### src/rtl/core_seq_ctrl.sv
// rtl/core_seq_ctrl.sv - instruction sequencer for one weight-stationary tile pass
// Outputs are decoded from the next state so inst/busy/done change on the same edge as the state register.
module core_seq_ctrl #(
   parameter int row     = 8,
   parameter int col     = 8,
   parameter int addr_bw = 11
) (
   input  logic               clk,
   input  logic               reset,
   input  logic               start,
   input  logic [addr_bw-1:0] w_base,
   input  logic [addr_bw-1:0] x_base,
   input  logic [addr_bw-1:0] p_base,
   input  logic [addr_bw-1:0] len,
   input  logic               ofifo_valid,
   output logic [33:0]        inst,
   output logic               busy,
   output logic               done
);
   localparam int CW = addr_bw + 1;
   localparam logic [CW-1:0] ROW_C    = CW'(row);
   localparam logic [CW-1:0] COL_LAST = CW'(col - 1);
   localparam logic [33:0]   IDLE_WORD = 34'h1_800C_0000;

   typedef enum logic [2:0] {IDLE, W_L0, KLOAD, BUBBLE, X_L0, EXEC, DRAIN, DONE} state_t;

   state_t             state, stateNext;
   logic [CW-1:0]      cnt, cntNext, lenExt;
   logic [addr_bw-1:0] wBase, xBase, pBase, lenR;
   logic [addr_bw-1:0] wSel, wrAddr;
   logic               wrNext, busyNext, doneNext;
   logic [33:0]        instNext;

   assign lenExt = {1'b0, lenR};
   // W_L0 is entered straight from IDLE, before wBase has been latched
   assign wSel   = (state == IDLE) ? w_base : wBase;

   always_comb begin
      stateNext = state;
      cntNext   = cnt;
      wrNext    = 1'b0;
      wrAddr    = pBase;
      instNext  = IDLE_WORD;
      case (state)
         IDLE: if (start) begin
            cntNext   = '0;
            stateNext = (len == '0) ? DONE : W_L0;
         end
         W_L0: if (cnt == ROW_C) begin
            stateNext = KLOAD;
            cntNext   = '0;
         end else cntNext = cnt + 1'b1;
         KLOAD: if (cnt == COL_LAST) begin
            stateNext = BUBBLE;
            cntNext   = '0;
         end else cntNext = cnt + 1'b1;
         BUBBLE: begin
            stateNext = X_L0;
            cntNext   = '0;
         end
         X_L0: if (cnt == lenExt) begin
            stateNext = EXEC;
            cntNext   = '0;
         end else cntNext = cnt + 1'b1;
         EXEC: if (cnt == lenExt - 1'b1) begin
            // cnt becomes the drain write index j; the first write may issue on entry
            stateNext = DRAIN;
            wrNext    = ofifo_valid;
            wrAddr    = pBase;
            cntNext   = CW'(ofifo_valid);
         end else cntNext = cnt + 1'b1;
         DRAIN: if (cnt == lenExt) begin
            stateNext = DONE;
            cntNext   = '0;
         end else if (ofifo_valid) begin
            wrNext  = 1'b1;
            wrAddr  = pBase + cnt[addr_bw-1:0];
            cntNext = cnt + 1'b1;
         end
         DONE: begin
            stateNext = IDLE;
            cntNext   = '0;
         end
         default: begin
            stateNext = IDLE;
            cntNext   = '0;
         end
      endcase

      case (stateNext)
         W_L0: begin
            if (cntNext < ROW_C) begin
               instNext[19]   = 1'b0;
               instNext[17:7] = wSel + cntNext[addr_bw-1:0];
            end
            if (cntNext != '0) instNext[2] = 1'b1;
         end
         KLOAD: begin
            instNext[3] = 1'b1;
            instNext[0] = 1'b1;
         end
         X_L0: begin
            if (cntNext < lenExt) begin
               instNext[19]   = 1'b0;
               instNext[17:7] = xBase + cntNext[addr_bw-1:0];
            end
            if (cntNext != '0) instNext[2] = 1'b1;
         end
         EXEC: begin
            instNext[3] = 1'b1;
            instNext[1] = 1'b1;
         end
         DRAIN: if (wrNext) begin
            instNext[6]     = 1'b1;
            instNext[32]    = 1'b0;
            instNext[31]    = 1'b0;
            instNext[30:20] = wrAddr;
         end
         default: ;
      endcase

      busyNext = (stateNext != IDLE) && (stateNext != DONE);
      doneNext = (stateNext == DONE);
   end

   always_ff @(posedge clk or posedge reset) begin
      if (reset) begin
         state <= IDLE;
         cnt   <= '0;
         wBase <= '0;
         xBase <= '0;
         pBase <= '0;
         lenR  <= '0;
         inst  <= IDLE_WORD;
         busy  <= 1'b0;
         done  <= 1'b0;
      end else begin
         state <= stateNext;
         cnt   <= cntNext;
         inst  <= instNext;
         busy  <= busyNext;
         done  <= doneNext;
         if (state == IDLE && start) begin
            wBase <= w_base;
            xBase <= x_base;
            pBase <= p_base;
            lenR  <= len;
         end
      end
   end
endmodule

### config.mk
export PLATFORM = sky130hd
export DESIGN_NAME = core_seq_ctrl
export DESIGN_NICKNAME = d
export VERILOG_FILES = /design/src/rtl/core_seq_ctrl.sv
export SDC_FILE = /design/constraint.sdc
export NUM_CORES = 1
export LEC_CHECK = 0
export CORE_ASPECT_RATIO = 1.2
export CORE_MARGIN = 2
export CORE_UTILIZATION = 40
export CTS_CLUSTER_SIZE = 8
export DETAILED_ROUTE_END_ITERATION = 6
export GPL_TIMING_DRIVEN = 0
export PLACE_DENSITY = 0.64
export REMOVE_ABC_BUFFERS = 1
export SLEW_MARGIN = 20
export SYNTH_ARGS = -nofsm -noshare
export SYNTH_HDL_FRONTEND = slang
export SYNTH_SLANG_ARGS = --single-unit
### constraint.sdc
create_clock -name clk -period 4.5 [get_ports clk]
set_input_delay 1.125 -clock clk [delete_from_list [all_inputs] [get_ports clk]]
set_output_delay 1.125 -clock clk [all_outputs]
set_load 0.1 [all_outputs]
==> impl_metrics.toml <==
[route]
avgViaCountPerCell = 5.66
drc = 0
avgRoutedWirePerCell_microns = 18.8
drt_first_pass_iters = 4
drt_iter0_markers = 244
wl_microns = 18900
vias = 5703
final_antenna_net_count = 0

[layout]
regArea_sq_um = 2260
drive_gt1_share_pct = 25.6
diodes = 0
multi_input_area_sq_um = 4240
syn2layout_area_growth_pct = 32.9
nNetsFinal = 889
finalInstanceArea_sq_um = 8510
n_fill_cell = 1391

[critical_path]
end_kind = "flip-flop"
crit_type = "reg -> reg"
cp.arrival_ns = 5.02
worstSetupStartpointType = "flip-flop"
worstPathRequired_ns = 4.75
r2r_start = "lenR[1]$_DFFE_PP0P_"
path_max_fanout = 6
cp-startpoint = "lenR[1]$_DFFE_PP0P_"
rrSetupSlack_ns = -0.26

[grt]
antenna_found_initial = 0
track_usage_pct = 22.4
grt_pass1_vias = 5819
grt_max_degree = 61
grt_pass1_wl_microns = 29600
grt_overflow = 0

[logic_synthesis]
synthMuxAreaShare_pct = 5.94
synth_edf_count = 0
yosysTopAreaCell = "dfrtp_1"
synth_top_family_by_area = "compound AO/OA/AOI/OAI gates"
synthTopCellsByArea = "dfrtp_1, ha_1, mux2_2, nand2_1, xnor2_1"
synth_compound_area_share_pct = 19.8
syn_inst = 682
yosysUniqueCellTypes = 82
synth_xor_area_share_pct = 7.25
synthArstFlopShare_pct = 100
ys.warnings.count = 0
syn_avg_cell_area_sq_um = 9.39
synth_sequential_area_ratio_pct = 35.2
synth-simple-area-share_pct = 17.1
synth-seq-cells = 90
synthFlopType = "dfrtp_1"
synthAdderAreaFrac_pct = 9.34
syn_area_sq_um = 6400
synth.top_cell.area_share_pct = 34.4

[timing]
skew_ns = 0.00511
slew_headroom_pct = 34.8
finalCritPeriodShare_pct = 106
fmax_mhz = 210
final.setup.tns_ns = -2.88
fin_ws_ns = -0.265
finalHoldViolations = 0
rsz0062_at_grt = "true"
worst_pin_slew_ns = 0.976
setup_viol = 12
layout_min_cycle_time_ns = 4.76
slew_viol_final = 0

[run_status]
violations = "setup timing"
status = "finished, violations left"

[worst_hold_path]
hold_class = "reg -> reg"
worstHoldStart = "pBase[10]$_DFFE_PP0P_"

[clock_tree]
cts_tree = "built"
clk_pin_slew_ns = 0.06
cts-root-buf = "clkbuf_16"
clkSinkCount = 90
numCtsBuffers = 9
holdBufCountCts = 0
clk_path_buf_depth = 2
clk_latency_ns = 0.36
htreeDepth = 3

[die]
core-area_sq_um = 15600
dieArea_sq_um = 17000
num_io_pins = 84
die_h_microns = 143
num_rows = 50
die_w_microns = 120
start_util_pct = 41.0

[run]
cap_violations = 0

[placement]
placed_area_sq_um = 7340
dpl.hpwl_microns = 13600
gp_congestion = 0.955
port_buffers = 79

[pwr]
power_mw = 2.50
vdd_drop_max_v = 0.000224
power_density_nw_per_um2 = 294
p_leak_nw = 3.74
## per-layer routing
layer  global-route usage (%)  routed length [microns]  up-vias
li1                         -                        -     2693
met1                     25.2                     7460     2778
met2                     40.6                     9710      176
met3                     4.03                      935       56
met4                     11.1                      804        0
met5                        0                        0        -
## kinds of logic after synthesis
logic type,after synthesis
AO/OA/AOI/OAI,170
XOR/XNOR,53
other,2
multiplexers,34
buffers and inverters,78
flip-flops,90
adder cells (fa/ha/maj),46
AND/OR/NAND/NOR,209
## worst max-delay path, stage by stage (launching register included)
cell and delay [ns]:
dfrtp_2 0.45, inv_4 0.08, ha_4 0.12, nor3b_4 0.29, buf_6 0.16, buf_6 0.09, xnor2_2 0.11, nor3_1 0.06
or4_4 0.54, nand4_4 0.14, a21oi_4 0.08, buf_6 0.15, buf_6 0.11, o31ai_4 0.32, ha_1 0.31, nand4_1 0.13
nor3_2 0.07, a2111oi_2 0.26, o21ai_1 0.13, a311oi_2 0.37, or3b_4 0.53, o32ai_2 0.14
## cell usage after synthesis, types with 3 or more instances
master / n
and2_1: 4
or3_1: 5
dfrtp_1: 88
a311oi_1: 4
xnor2_1: 29
o31ai_1: 4
nand4_1: 7
or4_1: 5
buf_1: 3
o32ai_2: 9
clkbuf_1: 20
a31oi_1: 6
nor4_1: 9
o211ai_1: 4
o2111ai_1: 5
o21ai_0: 41
o21bai_1: 7
and3_1: 5
o21ai_1: 4
nor3_1: 19
and4_1: 6
fa_1: 3
nand3_1: 15
buf_6: 3
ha_1: 43
a211oi_1: 3
nand3b_1: 3
o311ai_0: 3
nor2b_1: 5
nor2_1: 20
a22oi_1: 3
a21o_1: 13
a21oi_1: 33
mux2_2: 32
buf_4: 5
nand2_1: 86
nand2b_1: 6
inv_1: 43
xor2_1: 24
## cell usage in the layout, fill, tap and decap left out, drive strengths merged, types with 4 or more instances in the layout
master	instances
nand2	88
dfrtp	88
clkdlybuf4s50	78
buf	54
o21ai	47
inv	44
ha	43
a21oi	34
mux2	32
xnor2	29
xor2	24
nor2	20
nor3	19
nand3	15
a21o	13
o32ai	11
nor4	10
clkbuf	9
nand4	8
o21bai	7
a31oi	7
nand2b	6
or3	6
and4	6
or4	6
and3	5
o2111ai	5
nor2b	5
o31ai	5
o211ai	4
conb	4
nand3b	4
and2	4
a311oi	4
## where the power goes
part	total, mW	switching (mW)	internal (mW)
combinational	0.749	0.447	0.302
clock	0.809	0.325	0.485
sequential	0.941	0.0965	0.844
total	2.50	0.868	1.63
## registers in the layout, indices dropped and copies added (netlist names), 3 cells and up
register  count
cnt          12
inst         29
lenR         11
pBase        11
state         3
wBase        11
xBase        11
## final cells by class
class                      instances  area share [%]
clock buffer                       9            2.65
clock inverter                     7            1.10
inverter                          44            2.09
multi-input combinational        517            49.8
sequential                        90            26.6
tap                              208            3.06
timing repair buffer             133            14.7
## path summary, 6_finish.rpt
path / end / cells past startpoint
setup / recovery: inst[10]$_DFF_PP0_ / 21
hold / removal: inst[30]$_DFF_PP0_ / 1
setup reg to reg: inst[10]$_DFF_PP0_ / 21
hold reg to reg: inst[30]$_DFF_PP0_ / 1
max in group asynchronous: inst[19]$_DFF_PP1_ / 3
min in group asynchronous: inst[30]$_DFF_PP0_ / 2
## repair_timing
| action | CTS | global route |
|---|---|---|
| gates cloned | 1 | 0 |
| setup endpoints to repair | 12 | 13 |
| gates resized for setup | 77 | 31 |
| setup buffers | 33 | 19 |
| pin swaps | 35 | 44 |
## per-stage QoR
| step | cells | utilization, % | setup slack [ns] | hold slack [ns] |
|---|---|---|---|---|
| after floorplan | 650 | - | -0.489 | 0.441 |
| after global placement | 937 | 46.6 | -2.31 | 0.459 |
| after detailed placement | 939 | 46.9 | -1.29 | 0.486 |
| after CTS | 989 | 52.7 | -0.150 | 0.496 |
| after global routing | 1008 | 54.4 | -0.396 | 0.528 |
| final | 1008 | 54.4 | -0.265 | 0.485 |
Note: power is estimated with default switching activity, not from simulation.
